## src/rtl/modo_counter_param_pkg.sv

```systemverilog
// Shared mode codes and default geometry for the modo counter family.
// The RTL and the testbench both import this package.
package modo_counter_param_pkg;

    typedef enum logic [1:0] {
        MODO_UP_STEP = 2'b00,
        MODO_DOWN    = 2'b01,
        MODO_UP      = 2'b10,
        MODO_LOAD    = 2'b11
    } modo_e;

    localparam int unsigned DEFAULT_WIDTH = 4;
    localparam int unsigned DEFAULT_STEP  = 3;

endpackage : modo_counter_param_pkg

```

## src/rtl/modo_counter_param_next_unit.sv

```systemverilog
// Combinational next-value and wrap/clamp flag generator for modo_counter_param.
// Honours MODO_SAT_EN: when defined, up modes clamp at MAX and down clamps at 0.
module modo_next_unit
    import modo_counter_param_pkg::*;
#(
    parameter int unsigned WIDTH = DEFAULT_WIDTH,
    parameter int unsigned STEP  = DEFAULT_STEP
) (
    input  logic [WIDTH-1:0] q,
    input  logic [1:0]       modo,
    input  logic [WIDTH-1:0] d,
    output logic [WIDTH-1:0] q_next,
    output logic             wrap
);

    localparam logic [WIDTH:0] STEP_EXT = (WIDTH+1)'(STEP);
    localparam logic [WIDTH:0] ONE_EXT  = (WIDTH+1)'(1);

    logic [WIDTH:0] q_ext;
    logic [WIDTH:0] sum_step;
    logic [WIDTH:0] sum_one;
    logic [WIDTH:0] diff_one;

    // Bit WIDTH of each result is the carry (or borrow) that defines a wrap.
    assign q_ext    = {1'b0, q};
    assign sum_step = q_ext + STEP_EXT;
    assign sum_one  = q_ext + ONE_EXT;
    assign diff_one = q_ext - ONE_EXT;

    always_comb begin
        q_next = q;
        wrap   = 1'b0;
        case (modo)
            MODO_UP_STEP: begin
                wrap = sum_step[WIDTH];
`ifdef MODO_SAT_EN
                q_next = sum_step[WIDTH] ? '1 : sum_step[WIDTH-1:0];
`else
                q_next = sum_step[WIDTH-1:0];
`endif
            end
            MODO_DOWN: begin
                wrap = diff_one[WIDTH];
`ifdef MODO_SAT_EN
                q_next = diff_one[WIDTH] ? '0 : diff_one[WIDTH-1:0];
`else
                q_next = diff_one[WIDTH-1:0];
`endif
            end
            MODO_UP: begin
                wrap = sum_one[WIDTH];
`ifdef MODO_SAT_EN
                q_next = sum_one[WIDTH] ? '1 : sum_one[WIDTH-1:0];
`else
                q_next = sum_one[WIDTH-1:0];
`endif
            end
            MODO_LOAD: begin
                q_next = d;
                wrap   = 1'b0;
            end
            default: begin
                q_next = q;
                wrap   = 1'b0;
            end
        endcase
    end

endmodule : modo_next_unit

```

## src/rtl/modo_counter_param.sv

```systemverilog
// WIDTH-bit four-mode counter with registered one-cycle rco flag.
// Saturating variant selected at compile time with MODO_SAT_EN.
module modo_counter_param
    import modo_counter_param_pkg::*;
#(
    parameter int unsigned WIDTH = DEFAULT_WIDTH,
    parameter int unsigned STEP  = DEFAULT_STEP
) (
    input  logic             clk,
    input  logic             rst,
    input  logic             enable,
    input  logic [1:0]       modo,
    input  logic [WIDTH-1:0] d,
    output logic [WIDTH-1:0] q,
    output logic             rco
);

    logic [WIDTH-1:0] q_q;
    logic [WIDTH-1:0] q_d;
    logic             rco_q;
    logic             rco_d;

    modo_next_unit #(
        .WIDTH (WIDTH),
        .STEP  (STEP)
    ) u_next (
        .q      (q_q),
        .modo   (modo),
        .d      (d),
        .q_next (q_d),
        .wrap   (rco_d)
    );

    always_ff @(posedge clk) begin
        if (rst) begin
            q_q   <= '0;
            rco_q <= 1'b0;
        end else if (!enable) begin
            q_q   <= q_q;
            rco_q <= 1'b0;
        end else begin
            q_q   <= q_d;
            rco_q <= rco_d;
        end
    end

    assign q   = q_q;
    assign rco = rco_q;

endmodule : modo_counter_param

```

## config.mk

```make
export PLATFORM = sky130hd
export DESIGN_NAME = modo_counter_param
export DESIGN_NICKNAME = d
export VERILOG_FILES = /design/src/rtl/modo_counter_param_pkg.sv /design/src/rtl/modo_counter_param_next_unit.sv /design/src/rtl/modo_counter_param.sv
export SDC_FILE = /design/constraint.sdc
export NUM_CORES = 1
export LEC_CHECK = 0
export CAP_MARGIN = 10
export CORE_MARGIN = 4
export CORE_UTILIZATION = 35
export CTS_CLUSTER_SIZE = 30
export DETAILED_ROUTE_END_ITERATION = 10
export PLACE_DENSITY = 0.58
export SETUP_SLACK_MARGIN = 0.2
export SLEW_MARGIN = 20
export SYNTH_ARGS = -nofsm -noshare
export SYNTH_HDL_FRONTEND = slang
export SYNTH_HIERARCHICAL = 1
export SYNTH_SLANG_ARGS = --single-unit
```

## constraint.sdc

```tcl
create_clock -name clk -period 1.7 [get_ports clk]
set_input_delay 0.34 -clock clk [delete_from_list [all_inputs] [get_ports clk]]
set_output_delay 0.34 -clock clk [all_outputs]
set_load 0.03 [all_outputs]
```

==> results.py, run 1 <==
metrics = {
    "status": {
        "status": "finished, final reports clean",
    },
    "layout": {
        "multi_input_area_um2": 339.1,
        "final_cell_mix": "nor2_1 (10), dlygate4sd2_1 (7), mux2i_1 (6), clkdlybuf4s50_1 (6), nand2_1 (6)",
        "final_cell_area_um2": 660.6,
        "final_util": 0.5014,
        "synthToLayoutAreaGrowth_pct": 32.33,
        "layout_commonest_cell": "nor2_1",
        "n_antenna_cell": 0,
        "seq_area_um2": 106.4,
        "fill_cells": 137,
        "nNetsFinal": 89,
        "drive_gt1_frac": 0.2338,
    },
    "drt": {
        "via_per_inst": 4.685,
        "wl_um": 971,
        "dr_wl_met3_um": 51,
        "firstDrtPassIters": 3,
        "wl_met1_um": 501,
        "wl_met2_um": 418,
        "ant_nets": 0,
        "routed-via-count": 431,
        "drt_iter0_drc": 10,
        "remaining_drc_errors": 0,
        "top_layer_used": "met3",
        "wire_per_inst_um": 10.55,
    },
    "synthesis": {
        "synth_warnings": 6,
        "synth_area_per_cell_um2": 8.320,
        "synth-main-ff-cell": "dfxtp_1",
        "ys_ff_latch": 5,
        "synthDistinctLibCells": 24,
        "netlist_instances": 60,
        "ys_seq_area_frac": 0.2005,
        "async_flop_share": 0,
        "syn_area_um2": 499.2,
        "synth_nets": 71,
        "synth-edff-count": 0,
    },
    "critical_path": {
        "cp_slowest_cell": "dlygate4sd2_1",
        "crit_type": "flip-flop to output pin",
        "regToRegSetupSlack_ns": 0.33,
        "r2r_end": "q[2]",
        "start_kind": "flip-flop",
        "crit_family": "buffers and inverters",
        "endpoint_kind": "output pin",
        "r2r_start": "q[1]",
        "max_stage_delay_ns": 0.43,
        "crit_buf_inv": 1,
        "cp_max_fo": 10,
        "path_cells": "dlygate4sd2_1",
        "cp_data_required_time_ns": 1.36,
        "ff2ff_path_depth": 7,
        "critPathArrivalTime_ns": 1.07,
    },
    "floorplanning": {
        "coreArea_um2": 1318,
        "fp.dieW_um": 45.77,
        "die_h_um": 45.77,
        "dieArea_um2": 2094,
        "io_pins": 14,
        "rows": 13,
        "start_util": 0.3789,
    },
    "sta": {
        "final-max-slew-violation-count": 0,
        "setup-tns-final_ns": 0,
        "timing.hold.ws_ns": 0.5569,
        "clock_skew_ns": 0.0004533,
        "hold_viol_final": 0,
        "finalCritPeriodShare": 0.8292,
        "fin_ws_ns": 0.2903,
        "max_freq_ghz": 0.7094,
        "relSlewSlack": 0.7929,
        "rsz0062_at_grt": "no",
        "setup_viol": 0,
        "min_period_ns": 1.410,
        "tightest_slew_ns": 0.3118,
    },
    "global_route": {
        "overflow": 0,
        "grt_antenna_before_repair": 0,
        "grt_pass1_wl_mm": 1.745,
        "gr-usage-all-layers": 0.1179,
        "grt_pass1_vias": 420,
        "grt_max_degree": 11,
    },
    "power_and_ir_drop": {
        "p_leak_nw": 0.3026,
        "power_density_nw_per_um2": 684.6,
        "vdd_ir_drop_max_v": 0.0003787,
    },
    "placement": {
        "place_ws_ns": -0.1177,
        "place_area_um2": 639.4,
        "hpwl_um": 745.3,
        "numPortBuffers": 13,
        "gp_congestion": 0.7109,
    },
    "cts": {
        "insertion_delay_ns": 0.24,
        "cts_root_buf": "clkbuf_4",
        "numCtsBuffers": 3,
        "holdBufCountCts": 0,
        "htree_num_levels": 1,
        "cts_tree": "yes",
        "clk_pin_slew_ns": 0.04,
        "post_cts_buffers": 0,
        "cts_buffer_depth": 2,
        "clock_sinks": 5,
    },
    "job": {
        "max_cap_violations": 0,
    },
    "hold_path": {
        "hold_end": "q[0]",
        "hold_start": "q[0]",
        "hold_depth": 2,
        "hold_path.class": "flip-flop to flip-flop",
    },
}
[kinds of logic after synthesis]
family | after synthesis | share of synthesized area
AOI/OAI and AO/OA | 11 | 0.1479
xor gates and xnor gates | 3 | 0.05264
adders and majority gates | 2 | 0.05012
DFF | 5 | 0.2005
muxes | 6 | 0.1203
buffers and inverters | 8 | 0.1203
and+or+nand+nor | 25 | 0.3083
[synth_stat cells, drive strengths merged (2+ instances only)]
cell   instances  area (µm²)
a21oi          4       20.02
inv            3       11.26
mux2i          6       60.06
nor2          10       37.54
buf            5       48.79
o21ai          4       20.02
ha             2       25.02
dfxtp          5       100.1
nand2          7       28.78
xnor2          3       26.28
[final cells by class]
type / count / area share
clock buffer: 4 / 0.03977
inverter: 3 / 0.01705
multi-input combinational: 47 / 0.5133
sequential: 5 / 0.1610
tap: 15 / 0.02841
timing repair buffer: 18 / 0.2405
[how the worst max path moves through the flow]
stage	depth (start not counted)	start	slack (ns)	end
floorplan	7	q[1]	0.17	q[2]
global placement	7	modo[1]	-0.11	q[3]
detailed placement	8	modo[1]	-0.12	q[3]
CTS	1	q[1]	0.22	q[1]
global route	7	q[1]	0.20	q[2]
finish	1	q[3]	0.29	q[3]
[per-layer routing]
layer,GRT usage,vias up
li1,-,239
met1,0.1675,182
met2,0.1588,10
met3,0.01581,0
met4,0.08523,0
met5,0,-
[power by group]
| part | switching [mW] | internal [mW] | total, mW |
|---|---|---|---|
| sequential | 0.0150 | 0.129 | 0.144 |
| combinational | 0.0873 | 0.0854 | 0.173 |
| clock | 0.0473 | 0.0887 | 0.136 |
| total | 0.150 | 0.303 | 0.452 |
[flip-flops by register name, summed over array words and instances, names as in the netlist]
| signal | count |
|---|---|
| q | 4 |
| rco | 1 |
[through the flow]
stage,cells,total power [mW]
global placement,88,0.3285
floorplan,60,0.2756
finish,92,0.4523
CTS,92,0.4630
detailed placement,88,0.3282
global route,92,0.4893
[timing repair]
item / CTS / global route
pin swaps: 1 / 0
resized for setup: 7 / 2
setup endpoints to repair: 6 / 4
(Power assumes the default switching activity.)
==> run 2, diff against run 1 <==
Clock period 1.7 ns to 1.3 ns, I/O delays scaled along.
==> results.py, run 2 (synthesized netlist as in run 1, its figures left out) <==
metrics = {
    "status": {
        "status": "finished, final reports clean",
    },
    "power_and_ir_drop": {
        "p_leak_nw": 0.3516,
        "vdd_ir_drop_max_v": 0.0007500,
        "power_density_nw_per_um2": 865.6,
    },
    "global_route": {
        "grt_pass1_vias": 422,
        "grt_max_degree": 11,
        "gr-usage-all-layers": 0.1168,
        "grt_antenna_before_repair": 0,
        "overflow": 0,
        "grt_pass1_wl_mm": 1.738,
    },
    "layout": {
        "fill_cells": 131,
        "largest_reg_flops": 4,
        "final_cell_mix": "buf_4 (11), nor2_1 (10), buf_6 (7)",
        "final_cells": 101,
        "nNetsFinal": 98,
        "synthToLayoutAreaGrowth_pct": 55.64,
        "n_antenna_cell": 0,
        "layout_commonest_cell": "buf_4",
        "final_cell_area_um2": 777.0,
        "drive_gt1_frac": 0.4302,
    },
    "critical_path": {
        "start_kind": "flip-flop",
        "critPathArrivalTime_ns": 1.39,
        "cp_max_fo": 8,
        "crit_buf_inv": 0,
        "crit_type": "flip-flop to flip-flop",
        "r2r_end": "q[3]",
        "endpoint_kind": "flip-flop",
        "max_stage_delay_ns": 0.37,
        "cp_data_required_time_ns": 1.44,
        "cp_slowest_cell": "dfxtp_4",
        "ff2ff_path_depth": 6,
        "path_cells": "nor4bb_4, o21ai_1, a32oi_2, nor4_2, mux2i_1, nor2_1",
        "regToRegSetupSlack_ns": 0.05,
        "r2r_start": "q[2]",
        "crit_family": "flip-flops",
    },
    "cts": {
        "holdBufCountCts": 0,
        "numCtsBuffers": 3,
        "cts_buffer_depth": 2,
        "htree_num_levels": 1,
        "cts_root_buf": "clkbuf_4",
        "clk_pin_slew_ns": 0.04,
        "cts_tree": "yes",
        "clock_sinks": 5,
        "insertion_delay_ns": 0.24,
    },
    "drt": {
        "wire_per_inst_um": 11.13,
        "firstDrtPassIters": 4,
        "remaining_drc_errors": 0,
        "top_layer_used": "met4",
        "wl_mm": 1.124,
        "dr_wl_met3_um": 77,
        "ant_nets": 0,
        "routed-via-count": 504,
        "wl_met1_um": 497,
        "wl_met2_um": 539,
        "via_per_inst": 4.990,
        "drt_iter0_drc": 5,
    },
    "floorplanning": {
        "dieArea_um2": 2094,
        "fp.dieW_um": 45.77,
        "rows": 13,
        "coreArea_um2": 1318,
        "start_util": 0.3789,
        "die_h_um": 45.77,
        "io_pins": 14,
    },
    "placement": {
        "gp_congestion": 0.7291,
        "place_ws_ns": -0.4386,
        "hpwl_um": 821.6,
        "numPortBuffers": 13,
        "dp.cells": 91,
        "place_area_um2": 679.4,
    },
    "sta": {
        "setup-tns-final_ns": 0,
        "clock_skew_ns": 0.004485,
        "hold_viol_final": 0,
        "min_period_ns": 1.255,
        "fin_ws_ns": 0.04522,
        "final-max-slew-violation-count": 0,
        "max_freq_ghz": 0.7970,
        "relSlewSlack": 0.8031,
        "tightest_slew_ns": 0.2945,
        "setup_viol": 0,
        "rsz0062_at_grt": "yes",
        "finalCritPeriodShare": 0.9652,
    },
    "hold_path": {
        "hold_start": "q[3]",
        "hold_path.class": "flip-flop to flip-flop",
        "hold_depth": 2,
        "hold_end": "q[3]",
    },
    "job": {
        "max_cap_violations": 0,
    },
}
## run 2: cell types whose count changed in the layout (fill, tap and decap cells not counted), sizes merged
cell,previous run,this run
clkbuf,4,5
dlygate4sd2,7,2
buf,5,18
## run 2: layout make-up
class	instances	area [µm²]	area share
clock buffer	4	26.28	0.03382
inverter	3	13.76	0.01771
multi-input combinational	47	359.1	0.4622
sequential	5	115.1	0.1481
tap	15	18.77	0.02415
timing repair buffer	27	244.0	0.3140
## run 2: timing repair
item                                    in CTS  in global routing
pin swaps                                    2                  4
endpoints found under the setup margin       8                 10
resized for setup                            7                  7
gates cloned                                 0                  0
buffers inserted                             4                  2
## run 2: how the worst max path moves through the flow
| stage | startpoint | to | slack [ns] | depth (start not counted) |
|---|---|---|---|---|
| 6_report | q[2] | q[3] | 0.05 | 6 |
| 5_1_grt | q[2] | q[3] | -0.06 | 6 |
| 4_1_cts | q[2] | q[3] | 0.04 | 6 |
| 3_5_place_dp | modo[0] | q[3] | -0.44 | 7 |
| 3_3_place_gp | modo[1] | q[3] | -0.42 | 7 |
| 2_1_floorplan | q[2] | q[3] | -0.03 | 7 |
## run 2: worst reg2reg max path, stage by stage, from the launching register on
cell,delay [ns]
dfxtp_4,0.37
nor4bb_4,0.27
o21ai_1,0.10
a32oi_2,0.18
nor4_2,0.05
mux2i_1,0.13
nor2_1,0.05
## run 2: where the power goes
group	internal (mW)	switching (mW)	leakage, nW
Clock	0.116	0.0619	0.0150
Combinational	0.170	0.126	0.293
Sequential	0.168	0.0301	0.0437
## run 2: per-layer routing
layer / up-vias / global-route usage
met5: - / 0
met4: 0 / 0.03409
met3: 3 / 0.05929
met2: 12 / 0.1894
met1: 231 / 0.1335
li1: 258 / -
## run 2: per-stage QoR
| step | util | hold slack, ns | power, mW |
|---|---|---|---|
| 2_1_floorplan | - | 0.3227 | 0.3761 |
| 3_3_place_gp | 0.5157 | 0.5365 | 0.4465 |
| 3_5_place_dp | 0.5157 | 0.5459 | 0.4494 |
| 4_1_cts | 0.5698 | 0.5792 | 0.6633 |
| 5_1_grt | 0.5897 | 0.6157 | 0.7246 |
| 6_report | 0.5897 | 0.5853 | 0.6726 |
